### src/rtl/reg_seq_ctrl.sv
// Register-file sequencing controller: accepts one instruction at a time and walks
// it through DECODE, an optional memory phase and a single write-back cycle.
module reg_seq_ctrl #(
   parameter int MEM_TIMEOUT = 15
) (
   input  logic        Clk,
   input  logic        Rst,
   input  logic        InstrValid,
   input  logic [15:0] Instr,
   output logic        InstrReady,
   output logic [2:0]  SelA,
   output logic [2:0]  SelB,
   output logic [2:0]  SelWR,
   output logic        WE,
   output logic        Cen,
   output logic [1:0]  DataSel,
   output logic [7:0]  Imm,
   output logic [2:0]  AluOp,
   output logic        MemReq,
   output logic        MemWr,
   input  logic        MemAck,
   output logic        Busy,
   output logic        Illegal,
   output logic        Timeout
);

   typedef enum logic [1:0] {IDLE, DECODE, MEM, WB} state_t;

   localparam logic [7:0] WAIT_LAST = 8'(MEM_TIMEOUT - 1);

   state_t     state;
   state_t     nextState;
   logic [3:0] opQ;
   logic [7:0] waitCnt;
   logic       isAlu;
   logic       isMem;
   logic       isLd;
   logic       memExpired;

   assign isAlu      = (opQ != 4'd0) && !opQ[3];
   assign isMem      = (opQ == 4'd8) || (opQ == 4'd9);
   assign isLd       = (opQ == 4'd8);
   assign memExpired = (waitCnt == WAIT_LAST);

   // Gated by Rst so the handshake is refused while reset is asserted.
   assign InstrReady = (state == IDLE) && Rst;

   always_comb begin
      nextState = state;
      case (state)
         IDLE:    if (InstrValid) nextState = DECODE;
         DECODE: begin
            if (isAlu)      nextState = WB;
            else if (isMem) nextState = MEM;
            else            nextState = IDLE;
         end
         MEM: begin
            if (MemAck)          nextState = isLd ? WB : IDLE;
            else if (memExpired) nextState = IDLE;
         end
         WB:      nextState = IDLE;
         default: nextState = IDLE;
      endcase
   end

   always_ff @(posedge Clk or negedge Rst) begin
      if (!Rst) begin
         state   <= IDLE;
         opQ     <= 4'd0;
         waitCnt <= 8'd0;
         SelA    <= 3'd0;
         SelB    <= 3'd0;
         SelWR   <= 3'd0;
         Imm     <= 8'd0;
         AluOp   <= 3'd0;
         WE      <= 1'b0;
         Cen     <= 1'b0;
         DataSel <= 2'd0;
         MemReq  <= 1'b0;
         MemWr   <= 1'b0;
         Busy    <= 1'b0;
         Illegal <= 1'b0;
         Timeout <= 1'b0;
      end else begin
         state <= nextState;

         // Fields are captured only at the handshake and held until the next one.
         if (state == IDLE && InstrValid) begin
            opQ   <= Instr[15:12];
            SelWR <= Instr[11:9];
            SelA  <= Instr[8:6];
            SelB  <= Instr[5:3];
            Imm   <= Instr[7:0];
            AluOp <= Instr[14:12];
         end

         Busy    <= (nextState != IDLE);
         Cen     <= (nextState != IDLE);
         WE      <= (nextState == WB);
         DataSel <= (nextState == WB) ? (isLd ? 2'd2 : ((opQ == 4'd7) ? 2'd1 : 2'd0)) : 2'd0;
         MemReq  <= (nextState == MEM);
         MemWr   <= (nextState == MEM) && (opQ == 4'd9);
         Illegal <= (state == DECODE) && (opQ >= 4'd10);
         // An acknowledge on the final wait cycle takes priority over the abort.
         Timeout <= (state == MEM) && !MemAck && memExpired;
         waitCnt <= (state == MEM) ? waitCnt + 8'd1 : 8'd0;
      end
   end

endmodule

### config.mk
export PLATFORM = sky130hd
export DESIGN_NAME = reg_seq_ctrl
export DESIGN_NICKNAME = d
export VERILOG_FILES = /design/src/rtl/reg_seq_ctrl.sv
export SDC_FILE = /design/constraint.sdc
export NUM_CORES = 1
export LEC_CHECK = 0
export ABC_AREA = 1
export BUFFER_PORTS_ARGS = -buffer_cell sky130_fd_sc_hd__buf_2
export CELL_PAD_IN_SITES_DETAIL_PLACEMENT = 0
export CELL_PAD_IN_SITES_GLOBAL_PLACEMENT = 1
export CORE_MARGIN = 2
export CORE_UTILIZATION = 33
export DETAILED_ROUTE_END_ITERATION = 10
export PLACE_DENSITY = 0.8
export SKIP_CTS_REPAIR_TIMING = 1
export SLEW_MARGIN = 10
export SYNTH_ARGS = -nofsm -noshare
export SYNTH_HDL_FRONTEND = slang
export SYNTH_SLANG_ARGS = --single-unit
export TNS_END_PERCENT = 30
### constraint.sdc
create_clock -name Clk -period 1.2 [get_ports Clk]
set_input_delay 0.12 -clock Clk [delete_from_list [all_inputs] [get_ports Clk]]
set_output_delay 0.12 -clock Clk [all_outputs]
set_load 0.01 [all_outputs]
==> out/results.txt <==
global-route wire length before repair -> 5.23 mm
top_reg_cell synth -> dfrtp_1
HPWL Detailed -> 2.42 mm
core area -> 4380 µm²
total design power -> 4410 µW
1st-iter DRT viols -> 39
syn_area_per_cell -> 10.5 µm²
fin crit period -> 1370 ps
final setup skew -> 6.93 ps
async set-reset flop share out of synthesis -> 100%
drt drc -> 0
CP arrival -> 1590 ps
Final setup viols -> 24
Starting Density -> 34.4%
Congestion Overflow GR -> 0
WS Path Type -> flop to flop
vias in the first global route -> 1162
clock latency on the worst-skew pair -> 290 ps
vertical die dimension -> 71.6 µm
mapped cell area -> 1510 µm²
Fin. Hold Viols -> 0
VDD IR max -> 0.00114 V
register area share after synthesis -> 56.5%
MaxCap Viol Count -> 0
clk sinks -> 34
slowest cell delay on critical path -> 390 ps
CP cell instances -> inv_1, ha_2, nand3_2, o21bai_1, nand2_1, a21oi_2, nand2_2, nor2_2
Synth area leader -> dfrtp_1
die area -> 5120 µm²
Final Max Tran Viols -> 0
First-pass DRT Iterations -> 4
largest net degree at the start of global routing -> 35
CP startpoint kind -> flop
Final #Nets -> 238
Mapped Cells -> 144
fmax -> 0.728 GHz
Vias/cell -> 4.47
Layout area overhead -> 36.5%
final hold slack -> 66.0 ps
failing checks -> negative setup slack
Unique masters post-synth -> 24
Max clock buf depth -> 2
Die Wd -> 71.6 µm
WP data required -> 1420 ps
placed instance area -> 1910 µm²
wire per inst -> 11.8 µm
Post-synth EDFFs -> 0
leakage -> 0.00107 µW
FP Rows -> 24
Yosys top cell area share -> 56.5%
Synth Register Bits -> 34
Tot GR Track Use -> 13.6%
layout cells sized above 1 -> 53.0%
Crit-path slowest cell -> dfrtp_1
Slew headroom -> 71.6%
Slew @ Worst Pin -> 427 ps
synth warn -> 0
clk slew on worst S/H paths -> 60 ps
Final Cell Area -> 2060 µm²
htree depth -> 2
Antenna Cells -> 0
Vias -> 1194
Worst Hold Class -> primary input to flop
worst-path fanout max -> 3
Total Wirelength -> 3.16 mm
CP Capture Type -> flop
period utilization -> 115%
antenna-violating nets left -> 0
RePlAce Congestion -> 0.756
RSZ-0062 raised after global routing -> yes
WP buf/inv -> 1
CP top delay family -> flip-flops
pwr dens -> 2140 nW/µm²
root buffer cell -> clkbuf_8
Worst Slack Setup Final -> -174 ps
top cells by area, synth -> dfrtp_1 56%, mux2_2 9.7%, buf_4 5.0%, inv_1 3.5%, nand2_1 3.5%
total CTS buffers -> 5
CTS tree -> yes
Mapped Nets -> 166
I/O pins -> 50
initial antenna violation count -> 0
status -> finished with violations
# port buffers -> 49
==> layout make-up <==
class                   instances  area (µm²)
fillers                       425        2330
flip-flops and latches         34         851
multi-input cells              82         539
repair buffers                 76         454
clock buffers                   6        82.6
well taps                      52        65.1
inverters                      17        63.8
==> registers in the layout, summed over array words and instances, names as in the netlist <==
signal / flops
Timeout: 1
Illegal: 1
SelA: 3
Busy: 1
waitCnt: 8
SelWR: 3
SelB: 2
state: 2
AluOp: 2
DataSel: 2
MemReq: 1
opQ: 2
WE: 1
Imm: 4
MemWr: 1
==> worst register-to-register path, stage by stage, from the launching register on <==
cell	delay, ps
dfrtp_1	390
inv_1	70
ha_2	160
nand3_2	70
o21bai_1	160
nand2_1	120
a21oi_2	190
nand2_2	80
nor2_2	70
==> stage by stage <==
stage / std cells / util (%) / TNS [ps] / worst slack (ps)
after global routing: 267 / 46.9 / -3810 / -343
after floorplan: 144 / - / -142 / -56.0
after detailed placement: 257 / 43.7 / -1180 / -131
final: 267 / 46.9 / -1420 / -174
after global placement: 257 / 43.7 / -751 / -105
after CTS: 263 / 45.5 / -1430 / -145
==> per-layer routing <==
metal	routed length [µm]	share of wire (%)	GRT usage [%]	vias up
met5	0	0	0	-
met4	92	2.9	8.81	0
met3	181	5.7	4.22	7
met2	1610	51	21.7	30
met1	1280	40	15.9	559
li1	-	-	-	598
==> cells in the final DEF (no fill, tap or decap), drive strengths merged <==
cell type     n
xor2          1
mux2         13
inv          17
buf          75
nand3         6
nand4         2
nor3          3
dfrtp        34
ha            2
o21bai        1
nor3b         1
o21ai         6
a21oi         9
clkbuf        6
nand2        20
dlygate4sd3   1
nor2         16
and3          1
nor4          1
==> cells in the mapped netlist (2+ instances only) <==
cell	number
nor3_1	3
inv_2	3
ha_1	2
nor2_2	2
nand4_1	2
buf_4	10
nand2_1	14
inv_1	14
nand2_2	5
dfrtp_1	34
nor2_1	13
nand3_1	6
o21ai_0	6
mux2_2	13
a21oi_1	8
==> cells by family (layout without fill, tap and decap cells) <==
group,Yosys count,count (layout),synth area share (%)
xor+xnor,1,1,0.582
compound gates,16,16,5.73
buf+inv,28,99,9.55
mux,13,13,9.72
fa+ha+maj,2,2,1.66
simple gates,50,50,16.3
flops,34,34,56.5
==> where the power goes <==
part	internal, µW	switching (µW)
Clock	442	378
Combinational	894	938
Sequential	1530	225
Total	2870	1540
==> final timing paths <==
| kind | from | to | slack (ps) | cells after the start |
|---|---|---|---|---|
| worst max-delay path | waitCnt[0] | MemWr | -170 | 8 |
| worst min-delay path | Instr[8] | SelA[2] | 70 | 2 |
| worst max register to register | waitCnt[0] | MemWr | -170 | 8 |
| worst min register to register | SelA[2] | SelA[2] | 510 | 1 |
| max in group asynchronous | Rst | WE | 470 | 3 |
| min in group asynchronous | Rst | Timeout | 410 | 3 |
Note: power is estimated with default switching activity, not from simulation.
